$ cat src/rtl/rc_c2f_buffer.sv
// rc_c2f_buffer
//   Core-to-fabric request buffer for the ring controller. Core requests that
//   miss local memory are parked in C2F_ENTRIESNUM entries, offered oldest-first
//   to the ring output arbiter, and tracked until the ring returns read data or
//   the broadcast loop-back. Read data goes back to the core tagged by entry.
//
// Ports
//   QClk, RstQnnnH                     clock, synchronous active-high reset
//   CoreReq{Valid,Opcode,Address,Data} request from core; CoreReqReady out
//   RingReq{Valid,Opcode,Address,Data,Tag} offered entry; RingReqGrant in
//   RingRsp{Valid,Opcode,Tag,Data}     ring message returned to this core
//   CoreRsp{Valid,Tag,Data}            read data to core; CoreRspReady in
//   C2fError                           sticky protocol error flag
//
// Entry states
//   state             | meaning
//   FREE              | unallocated, may be allocated
//   WRITE             | write waiting for grant
//   READ              | read waiting for grant
//   READ_PRGRS        | read on the ring, waiting for RD_RSP
//   READ_RDY          | read data held, waiting for core to take it
//   WRITE_BCAST       | broadcast write waiting for grant
//   WRITE_BCAST_PRGRS | broadcast on the ring, waiting for loop-back
//   ERROR             | protocol violation seen; sticky until reset
module rc_c2f_buffer #(
    parameter int C2F_ENTRIESNUM = 4,
    parameter int ADDR_W         = 32,
    parameter int DATA_W         = 32,
    parameter int TAG_W          = $clog2(C2F_ENTRIESNUM)
) (
    input  logic              QClk,
    input  logic              RstQnnnH,
    input  logic              CoreReqValid,
    input  logic [1:0]        CoreReqOpcode,
    input  logic [ADDR_W-1:0] CoreReqAddress,
    input  logic [DATA_W-1:0] CoreReqData,
    output logic              CoreReqReady,
    output logic              RingReqValid,
    output logic [1:0]        RingReqOpcode,
    output logic [ADDR_W-1:0] RingReqAddress,
    output logic [DATA_W-1:0] RingReqData,
    output logic [TAG_W-1:0]  RingReqTag,
    input  logic              RingReqGrant,
    input  logic              RingRspValid,
    input  logic [1:0]        RingRspOpcode,
    input  logic [TAG_W-1:0]  RingRspTag,
    input  logic [DATA_W-1:0] RingRspData,
    output logic              CoreRspValid,
    output logic [TAG_W-1:0]  CoreRspTag,
    output logic [DATA_W-1:0] CoreRspData,
    input  logic              CoreRspReady,
    output logic              C2fError
);

    localparam int N = C2F_ENTRIESNUM;

    typedef enum logic [1:0] {
        RD       = 2'd0,
        WR       = 2'd1,
        WR_BCAST = 2'd2,
        RD_RSP   = 2'd3
    } t_opcode;

    typedef enum logic [2:0] {
        FREE              = 3'd0,
        WRITE             = 3'd1,
        READ              = 3'd2,
        READ_PRGRS        = 3'd3,
        READ_RDY          = 3'd4,
        WRITE_BCAST       = 3'd5,
        WRITE_BCAST_PRGRS = 3'd6,
        ERROR             = 3'd7
    } t_state;

    t_state            state_q [N];
    logic [1:0]        op_q    [N];
    logic [ADDR_W-1:0] addr_q  [N];
    logic [DATA_W-1:0] data_q  [N];
    // Number of still-pending entries allocated after this one. Only the
    // oldest pending entry is ever granted, so this never exceeds N-1 and
    // pending entries always hold distinct values.
    logic [TAG_W-1:0]  age_q   [N];
    logic              err_q;

    // Core response lock: once a response is shown without being taken,
    // keep showing the same entry even if a lower index becomes ready.
    logic              lock_q;
    logic [TAG_W-1:0]  lock_tag_q;

    logic              free_found;
    logic [TAG_W-1:0]  alloc_idx;
    logic              iss_found;
    logic [TAG_W-1:0]  iss_idx;
    logic [TAG_W-1:0]  iss_age;
    logic              rdy_found;
    logic [TAG_W-1:0]  rdy_idx;
    logic [TAG_W-1:0]  rsp_tag;
    logic              accept;
    logic              grant;
    logic              core_hs;
    logic              ring_err;
    logic              ring_ok_rd;
    logic              ring_ok_wb;

    always_comb begin
        free_found = 1'b0;
        alloc_idx  = '0;
        iss_found  = 1'b0;
        iss_idx    = '0;
        iss_age    = '0;
        rdy_found  = 1'b0;
        rdy_idx    = '0;
        for (int i = 0; i < N; i++) begin
            if (state_q[i] == FREE && !free_found) begin
                free_found = 1'b1;
                alloc_idx  = TAG_W'(i);
            end
            if ((state_q[i] == WRITE || state_q[i] == READ || state_q[i] == WRITE_BCAST)
                && (!iss_found || age_q[i] > iss_age)) begin
                iss_found = 1'b1;
                iss_idx   = TAG_W'(i);
                iss_age   = age_q[i];
            end
            if (state_q[i] == READ_RDY && !rdy_found) begin
                rdy_found = 1'b1;
                rdy_idx   = TAG_W'(i);
            end
        end
    end

    assign rsp_tag    = (lock_q && state_q[lock_tag_q] == READ_RDY) ? lock_tag_q : rdy_idx;

    assign accept     = CoreReqValid & free_found;
    assign grant      = RingReqGrant & iss_found;
    assign core_hs    = rdy_found & CoreRspReady;

    assign ring_ok_rd = (RingRspOpcode == RD_RSP)   && (state_q[RingRspTag] == READ_PRGRS);
    assign ring_ok_wb = (RingRspOpcode == WR_BCAST) && (state_q[RingRspTag] == WRITE_BCAST_PRGRS);
    assign ring_err   = RingRspValid && !(ring_ok_rd || ring_ok_wb);

    assign CoreReqReady   = free_found;
    assign RingReqValid   = iss_found;
    assign RingReqOpcode  = iss_found ? op_q[iss_idx]   : 2'd0;
    assign RingReqAddress = iss_found ? addr_q[iss_idx] : '0;
    assign RingReqData    = iss_found ? data_q[iss_idx] : '0;
    assign RingReqTag     = iss_found ? iss_idx         : '0;
    assign CoreRspValid   = rdy_found;
    assign CoreRspTag     = rdy_found ? rsp_tag         : '0;
    assign CoreRspData    = rdy_found ? data_q[rsp_tag] : '0;
    assign C2fError       = err_q;

    always_ff @(posedge QClk) begin
        if (RstQnnnH) begin
            for (int i = 0; i < N; i++) begin
                state_q[i] <= FREE;
                op_q[i]    <= 2'd0;
                addr_q[i]  <= '0;
                data_q[i]  <= '0;
                age_q[i]   <= '0;
            end
            err_q      <= 1'b0;
            lock_q     <= 1'b0;
            lock_tag_q <= '0;
        end else begin
            for (int i = 0; i < N; i++) begin
                if (accept && alloc_idx == TAG_W'(i)) begin
                    op_q[i]   <= CoreReqOpcode;
                    addr_q[i] <= CoreReqAddress;
                    data_q[i] <= CoreReqData;
                    age_q[i]  <= '0;
                    case (CoreReqOpcode)
                        RD:       state_q[i] <= READ;
                        WR:       state_q[i] <= WRITE;
                        WR_BCAST: state_q[i] <= WRITE_BCAST;
                        default:  state_q[i] <= ERROR;
                    endcase
                end else if (accept && (state_q[i] == WRITE || state_q[i] == READ
                                        || state_q[i] == WRITE_BCAST)) begin
                    age_q[i] <= age_q[i] + TAG_W'(1);
                end

                if (grant && iss_idx == TAG_W'(i)) begin
                    case (state_q[i])
                        WRITE:       state_q[i] <= FREE;
                        READ:        state_q[i] <= READ_PRGRS;
                        WRITE_BCAST: state_q[i] <= WRITE_BCAST_PRGRS;
                        default:     state_q[i] <= state_q[i];
                    endcase
                end

                if (core_hs && rsp_tag == TAG_W'(i)) begin
                    state_q[i] <= FREE;
                end

                // Ring response is last so an error on an entry that is
                // simultaneously granted or consumed wins.
                if (RingRspValid && RingRspTag == TAG_W'(i)) begin
                    if (ring_ok_rd) begin
                        state_q[i] <= READ_RDY;
                        data_q[i]  <= RingRspData;
                    end else if (ring_ok_wb) begin
                        state_q[i] <= FREE;
                    end else begin
                        state_q[i] <= ERROR;
                    end
                end
            end

            err_q <= err_q | ring_err | (accept && CoreReqOpcode == RD_RSP);

            if (core_hs) begin
                lock_q <= 1'b0;
            end else if (rdy_found) begin
                lock_q     <= 1'b1;
                lock_tag_q <= rsp_tag;
            end else begin
                lock_q <= 1'b0;
            end
        end
    end

endmodule

$ cat config.mk
export PLATFORM = sky130hd
export DESIGN_NAME = rc_c2f_buffer
export DESIGN_NICKNAME = d
export VERILOG_FILES = /design/src/rtl/rc_c2f_buffer.sv
export SDC_FILE = /design/constraint.sdc
export NUM_CORES = 1
export LEC_CHECK = 0
export ABC_AREA = 1
export CAP_MARGIN = 10
export CORE_ASPECT_RATIO = 0.6
export CORE_MARGIN = 4
export CORE_UTILIZATION = 30
export DETAILED_ROUTE_END_ITERATION = 8
export PLACE_DENSITY = 0.58
export SYNTH_ARGS = -nofsm -noshare
export SYNTH_HDL_FRONTEND = slang
export SYNTH_SLANG_ARGS = --single-unit
$ cat constraint.sdc
create_clock -name QClk -period 6.25 [get_ports QClk]
set_clock_uncertainty 0.1 [all_clocks]
set_input_delay 0.9375 -clock QClk [delete_from_list [all_inputs] [get_ports QClk]]
set_output_delay 0.9375 -clock QClk [all_outputs]
set_load 0.005 [all_outputs]
==> summary by stage, run 1 <==
Worst setup path
Counting both buffers and inverters, the worst setup path holds a total of 10. The worst setup path category is reg2out. The critical path capture point type is a primary output. The category of the worst setup path launch point is a register. In this run the critical register-to-register path is launched from state_q[0][0]. The worst endpoint data arrival time is about 5.0 ns.

The stage delay of the slowest cell on the critical path is 0.44 ns. Data on the critical path is required at its endpoint by roughly 5.2 ns. The slowest stage cell on the critical path is sky130_fd_sc_hd__edfxtp_1. Grouping stages by cell kind, the critical path spends the most delay in simple AND/OR/NAND/NOR gates. The critical-path maximum fanout is 12.

Counting stages on the worst path, the most repeated cell is sky130_fd_sc_hd__nand2_4. The launch point of the worst path is state_q[0][0].

Detailed routing
The routed layout has ~13,000 vias. The first TritonRoute pass finished after 8 iterations. The detail-routed via count per cell is ~5.4.

In this run the remaining antenna-violating nets after routing total 0. Summed over all layers, the routed wires come to approximately 54,000 um. Dividing the detail-routed wire length by the instance count gives ~22 um. The final routed DRC violation total is 0.

The initial detailed-routing violation count is between 1,500 and 2,000.

Global route
The maximum number of pins on one net before global-route repair is 42. The first global-routing pass estimated 77,000 um of wire. The total overflow left after global routing is 0. The global-route usage over all layers is 0.193.

The number of antenna violations at the first check in global routing is 1. The number of global-route vias before repair is between 10,000 and 15,000.

Synth
The average instance in the mapped netlist occupies about 9.5 sq um. Counting flops and latches in the post-synthesis netlist gives 290. The sequential-to-total area share from yosys stat is 0.594. During synthesis, Yosys emitted a total of 0 warnings. After synthesis the cells add up to between 10,000 and 15,000 sq um. The count of different cell masters after synthesis is 38. The number of nets handed over by synthesis was approximately 1,600. The number of instances in the synthesized netlist is between 1,500 and 2,000.

Timing
Static timing analysis puts the maximum clock frequency at approximately 160 MHz. The number of endpoints with negative hold slack in the final report came to 0. The minimum clock period is just over 6 ns. The share of the clock period used by the worst path after layout is 0.970.

Setup repair after global routing could not meet its margin everywhere. The final count of pins violating max slew is 0. Setup violations remaining at the end of the flow were counted as 0.

The setup slack after layout is ~0.19 ns. Headroom to the max-slew limit came out at 0.278. For the pin with the worst max-slew slack, the measured transition is 1.08 ns.

Power and ir drop
The share of total power consumed by net switching is 0.371. The sequential cell fraction of total power is 0.303. The maximum resistive drop on vdd is approximately 0.23 mV.

For this design the ratio of total power to cell area is roughly 430 nW/um^2. The sum of internal, switching and leakage power is 0.00834 W. The internal portion of the total power is about 0.0053 W. The reported net switching power is between 0.003 and 0.004 W. The leakage power is 8.30 nW.

The share of total power dissipated in combinational logic is 0.464. Of the total power, the clock network draws 0.233.

Floorplan
The floorplan has 62 rows. approximately 210 I/O pins were placed. The die covers ~52,000 sq um. From left edge to right edge, the die measures slightly below 300 um. The die extent in y is 179 um. For this configuration, the core starts out at a cell density of 0.304.

The placeable core area is 47,900 sq um.

Place
The placer's final routability congestion estimate is 0.925. The cell area reported after detailed placement is 17,400 sq um. The number of buffers added on ports is about 210.

After legalization and detailed placement, the total HPWL measured 31,900 um. Timing analysis after detailed placement gives a worst setup slack of between 0.08 and 0.09 ns.

CTS
The maximum clock insertion buffer count is 3. The insertion delay to the later sink of the worst-skew pair is 0.58 ns. The number of clock buffers inserted by TritonCTS is 30. CTS built an H-tree with a depth of 1. TritonCTS built the clock tree. CTS placed an instance of sky130_fd_sc_hd__clkbuf_16 at the clock tree root.

Clock tree synthesis found a total of 290 sinks. After clock tree synthesis, the clock-pin slew on the worst setup and hold paths is around 0.07 ns.

Min path
The tightest min-delay check is of the reg2reg type. In this run the most critical hold path is launched from C2fError.

Final layout
Summing all non-filler instances in the final layout gives an area of between 15,000 and 20,000 sq um. The net count of the finished layout is between 1,500 and 2,000. The layout overhead on the synthesized area is 32.5%.

Once layout is complete, the utilization of the core stands at 0.403. Of the cells placed in the final design, the portion with a size suffix greater than 1 is 0.121.

Job
The tool flagged a number of max-cap violations equal to 0.

Run status
The flow ran to the end, and the final reports show no timing, DRC or antenna violations.
[final cells by class]
type                       instances  area [sq um]
sequential                       290          8650
antenna                            1          2.50
tap                              640           801
inverter                         180           703
timing repair buffer             277          3030
clock inverter                    26           298
multi-input combinational        964          5060
clock buffer                      30           751
fill                            4597         28600
[repair_timing]
| action | CTS | global route |
|---|---|---|
| hold buffers | 0 | 0 |
| cloned | 3 | 4 |
| buffers inserted | 12 | 13 |
| endpoints found under the setup margin | 66 | 66 |
| pin swaps | 11 | 20 |
| endpoints found under the hold margin | 0 | 0 |
| gates resized for setup | 49 | 110 |
[metrics by stage]
step	instances	setup TNS [ns]	hold WS, ns
CTS	2390	0	0.389
global route	2408	-0.320	0.405
global placement	2319	0	0.368
floorplan	1525	0	0.366
finish	2408	0	0.395
detailed placement	2319	0	0.380
[worst reg2reg max path: cells and delay by family (launching register included)]
kind,cells,cell delay [ns]
compound gates,7,0.86
buf+inv,7,0.72
simple gates,13,1.45
fa+ha+maj,3,0.84
flops,1,0.44
[kinds of logic after synthesis]
family / count (synthesis) / synth area share
AND/OR/NAND/NOR: 646 / 0.187
buffers and inverters: 271 / 0.0755
AO/OA/AOI/OAI: 308 / 0.135
flip-flops: 290 / 0.594
adder cells (fa/ha/maj): 6 / 0.00516
XOR/XNOR: 4 / 0.00241
[synthesized netlist by cell type, drive strengths merged]
cell / count / share of area
a22oi: 1 / 0.00052
nand3: 49 / 0.018
and3: 1 / 0.00043
buf: 59 / 0.021
edfxtp: 284 / 0.59
a21oi: 8 / 0.0040
o21ai: 54 / 0.019
ha: 6 / 0.0052
xnor2: 4 / 0.0024
nand2: 264 / 0.071
a41oi: 16 / 0.014
clkbuf: 32 / 0.0083
nand3b: 2 / 0.0010
nand4: 22 / 0.0095
nor4: 1 / 0.00043
or2: 2 / 0.00086
a31oi: 3 / 0.0013
o211ai: 1 / 0.00052
nor2: 233 / 0.061
inv: 180 / 0.046
dfxtp: 6 / 0.0083
o22ai: 225 / 0.097
nor3: 72 / 0.025
[state kept, by name, summed over array words and instances, names as in the netlist, named ones only]
register    flops
C2fError        1
addr_q        128
age_q           8
data_q        128
lock_q          1
lock_tag_q      2
op_q            8
state_q        12
[power groups by stage]
stage,registers (W),logic (W),clock network [W]
2_1_floorplan,0.00253,0.00160,0
3_3_place_gp,0.00256,0.00342,0
3_5_place_dp,0.00256,0.00343,0
4_1_cts,0.00252,0.00366,0.00196
5_1_grt,0.00255,0.00414,0.00204
6_report,0.00252,0.00388,0.00194
[cell usage in the layout (no fill, tap or decap), types with 6 or more instances in the layout]
master	instances
sky130_fd_sc_hd__o21ai_1	7
sky130_fd_sc_hd__o22ai_1	225
sky130_fd_sc_hd__nand2_1	241
sky130_fd_sc_hd__clkinv_2	7
sky130_fd_sc_hd__clkbuf_16	34
sky130_fd_sc_hd__inv_2	18
sky130_fd_sc_hd__nor2_1	227
sky130_fd_sc_hd__clkinv_1	9
sky130_fd_sc_hd__nor3_2	20
sky130_fd_sc_hd__dfxtp_1	6
sky130_fd_sc_hd__clkdlybuf4s50_1	147
sky130_fd_sc_hd__nand2_2	14
sky130_fd_sc_hd__nand3_1	40
sky130_fd_sc_hd__inv_1	157
sky130_fd_sc_hd__a41oi_2	9
sky130_fd_sc_hd__buf_12	12
sky130_fd_sc_hd__nand4_1	22
sky130_fd_sc_hd__buf_4	41
sky130_fd_sc_hd__dlymetal6s2s_1	55
sky130_fd_sc_hd__o21ai_0	45
sky130_fd_sc_hd__a41oi_1	7
sky130_fd_sc_hd__nand2_4	8
sky130_fd_sc_hd__nand3_2	7
sky130_fd_sc_hd__bufinv_16	6
sky130_fd_sc_hd__nor3_1	52
sky130_fd_sc_hd__edfxtp_1	284
[path summary, 6_finish.rpt]
| kind | slack (ns) | cells past startpoint | to |
|---|---|---|---|
| setup / recovery | 0.19 | 33 | RingReqData[5] |
| hold / removal | 0.40 | 2 | C2fError |
| setup reg to reg | 1.54 | 30 | state_q[3][2] |
| hold reg to reg | 0.40 | 2 | C2fError |
[metal layers]
layer / wire length, um / GRT usage
met1: 22800 / 0.268
met5: 0 / 0
met4: 1160 / 0.0462
met3: 5260 / 0.0431
met2: 24600 / 0.308
Note: power is estimated with default switching activity, not from simulation.
==> run 2, diff against run 1 <==
- CORE_MARGIN: 4 -> not set
==> run 2 against run 1 <==
  * Sequential power is essentially flat
  * Sequential share of layout area grew 0.076 points
  * Power shrank 2.2%
  * Count of clock-buffer cells in the layout grew 4
  * Hold slack lost 0.019 ns
  * Largest cell class unchanged
==> summary by stage, run 2 (synthesized netlist as in run 1, its figures left out) <==
Run status
The run finished with clean final reports.

Detailed routing
The detailed-router iteration count before antenna repair is 5 (-3). The number of nets still failing antenna checks after routing came to 0 (unchanged). The routed length per placed instance was 21.6 um (-3.3%). The initial detailed-routing violation count is 1,612 (+0.88%). The detail-routed via count per cell is 5.30 (-1.4%). The final routed DRC violation total is 0 (unchanged). The total number of vias is 12,800 (-1.0%). The final routed wirelength across all metal layers was 52,200 um (-2.9%).

CTS
The clock sink count was 290 (unchanged). The number of clock buffers inserted by TritonCTS was 30 (unchanged). TritonCTS built the clock tree. The maximum clock insertion buffer count came to 3 (unchanged). The number of levels the H-tree was split into is 1 (unchanged). The number of hold buffers added after CTS is 0 (unchanged). The clock-pin slew on the worst setup and hold paths is 0.07 ns (about the same). The cell sitting at the root of the clock tree is a sky130_fd_sc_hd__clkbuf_16.

The insertion delay to the later sink of the worst-skew pair is 0.60 ns (+0.02 ns).

Timing
The share of the clock period used by the worst path after layout is 0.966 (-0.00371). The count of endpoints failing setup in the final report is 0 (unchanged). The setup slack after layout came to 0.210 ns (+0.0232 ns). The maximum operating frequency is 166 MHz (+0.38%). Setup repair after global routing could not meet its margin everywhere. The tightest slew margin relative to the limit is 0.152 (-0.126). The number of endpoints with negative hold slack in the final report came to 0 (unchanged).

The minimum clock period is 6.04 ns (-0.0232 ns). The final hold slack is 0.376 ns (-0.0190 ns). The final count of pins violating max slew is 0 (unchanged). The transition time at the pin with the least slew margin is 1.27 ns (+0.189 ns).

Worst setup path
The endpoint required time on the critical path was 5.21 ns (about the same). The slowest stage cell on the critical path is sky130_fd_sc_hd__edfxtp_1. The worst endpoint data arrival time was 5.00 ns (-0.03 ns). The critical-path maximum fanout is 8 (-4). The setup path with the least slack is of type reg2out. The critical path capture point type is a primary output. The stage delay of the slowest cell on the critical path was 0.43 ns (about the same).

The category of the worst setup path launch point is a register.

Power and ir drop
The sum of internal, switching and leakage power came to 0.00816 W (-2.2%). The total power density per cell area is 424 nW/um^2 (-2.0%). The maximum resistive drop on vdd is 0.225 mV (-2.6%).

The leakage power came to 8.27 nW (-0.35%).

Final layout
In the final layout, the registers with the most flip-flops are addr_q x128, data_q x128, state_q x12. The layout overhead on the synthesized area is 32.3%. The final layout net count is 1,867 (+0.54%). The antenna diode count is 0 (-1). The post-layout utilization of the core was 0.402 (-0.000680). Leaving out fill and tap cells, the most frequent cell in the layout is sky130_fd_sc_hd__edfxtp_1. The final non-filler cell area is 19,300 sq um (-0.17%).

Leaving out fill and tap cells, the most frequent cells in the layout are sky130_fd_sc_hd__edfxtp_1 (284), sky130_fd_sc_hd__nand2_1 (238), sky130_fd_sc_hd__nor2_1 (227), sky130_fd_sc_hd__o22ai_1 (224), sky130_fd_sc_hd__inv_1 (152). The ratio of cells with drive above 1 in the final layout was 0.126 (+0.00495). The number of fillers in the final layout is 4,604 (+0.15%).

Global route
The maximum number of pins on one net before global-route repair is 51 (+21%). The number of antenna violations at the first check in global routing is 0 (-1). The total overflow reported by the global router is 0 (unchanged). The number of global-route vias before repair is 12,400 (-0.81%). The global-route usage over all layers came to 0.200 (+0.00741).

The wire length of the first global-routing pass came to 75,900 um (-1.4%).

Place
The placer's final routability congestion estimate came to 0.920 (-0.51%). The detailed-placement wirelength estimate was 31,100 um (-2.5%). The number of buffers added on ports is 213 (unchanged). The setup slack after placement is 0.116 ns (+0.0311 ns).

The cell area reported after detailed placement came to 17,400 sq um (about the same).

Floorplan
The effective utilization at floorplan is 0.304 (unchanged). The chip width came to 286 um (-2.1%). The die outline area is 49,400 sq um (-5.3%). The placeable core area is 47,900 sq um (unchanged). The number of core rows is 62 (unchanged). The I/O pin total is 214 (unchanged). The die extent in y is 173 um (-3.4%).

Min path
The worst hold path class is reg2reg.

Job
The number of max-capacitance violations reported is 0 (unchanged).
run 2: changes by cell type in the layout (fill, tap and decap cells not counted), moves of 4 or more:
cell,delta
sky130_fd_sc_hd__nand2_2,+5
sky130_fd_sc_hd__clkbuf_1,+4
sky130_fd_sc_hd__clkinvlp_4,+5
sky130_fd_sc_hd__bufinv_16,-5
sky130_fd_sc_hd__inv_6,+4
sky130_fd_sc_hd__inv_2,+6
sky130_fd_sc_hd__inv_1,-5
sky130_fd_sc_hd__buf_4,+8
run 2: critical path: cells and delay by family, from the launching register on:
kind                       cells  cell delay [ns]
AOI/OAI and AO/OA              8             0.77
and+or+nand+nor               12             0.89
adders and majority gates      3             0.89
buffers and inverters         10             1.42
DFF                            1             0.43
run 2: per-stage QoR:
stage | setup TNS, ns | cells
global route | -0.353 | 2417
floorplan | 0 | 1525
finish | 0 | 2417
global placement | 0 | 2321
detailed placement | 0 | 2321
CTS | -0.0463 | 2387
run 2: area by class of cell:
type                            count  area (sq um)  area share
Sequential cell                   290          8650       0.449
Multi-Input combinational cell    964          5040       0.262
Timing Repair Buffer              286          3130       0.162
Tap cell                          640           801      0.0416
Clock buffer                       34           766      0.0398
Inverter                          180           691      0.0359
Clock inverter                     22           181     0.00942
Timing Repair inverter              1          5.00    0.000260
run 2: per-layer routing:
metal,track usage,vias to the layer above,share of wire
li1,-,5861,-
met1,0.285,6207,0.44
met2,0.315,665,0.45
met3,0.0398,87,0.089
met4,0.0406,0,0.020
met5,0,-,0
run 2: path summary, 6_finish.rpt:
check	startpoint	to	slack [ns]	depth (start not counted)
hold / removal	C2fError	C2fError	0.38	2
hold reg to reg	C2fError	C2fError	0.38	2
setup / recovery	state_q[0][0]	RingReqAddress[13]	0.21	33
setup reg to reg	state_q[0][0]	state_q[1][1]	1.54	33
run 2: timing repair:
action	CTS	global route
buffers inserted	9	22
setup endpoints to repair	66	66
pin swaps	3	15
resized for setup	53	100
gates cloned	1	8
run 2: power breakdown:
| group | switching (W) | total, W | internal [W] | leakage [nW] |
|---|---|---|---|---|
| registers | 0.000106 | 0.00253 | 0.00242 | 3.02 |
| logic | 0.00214 | 0.00388 | 0.00174 | 4.81 |
| clock network | 0.000819 | 0.00175 | 0.000934 | 0.441 |
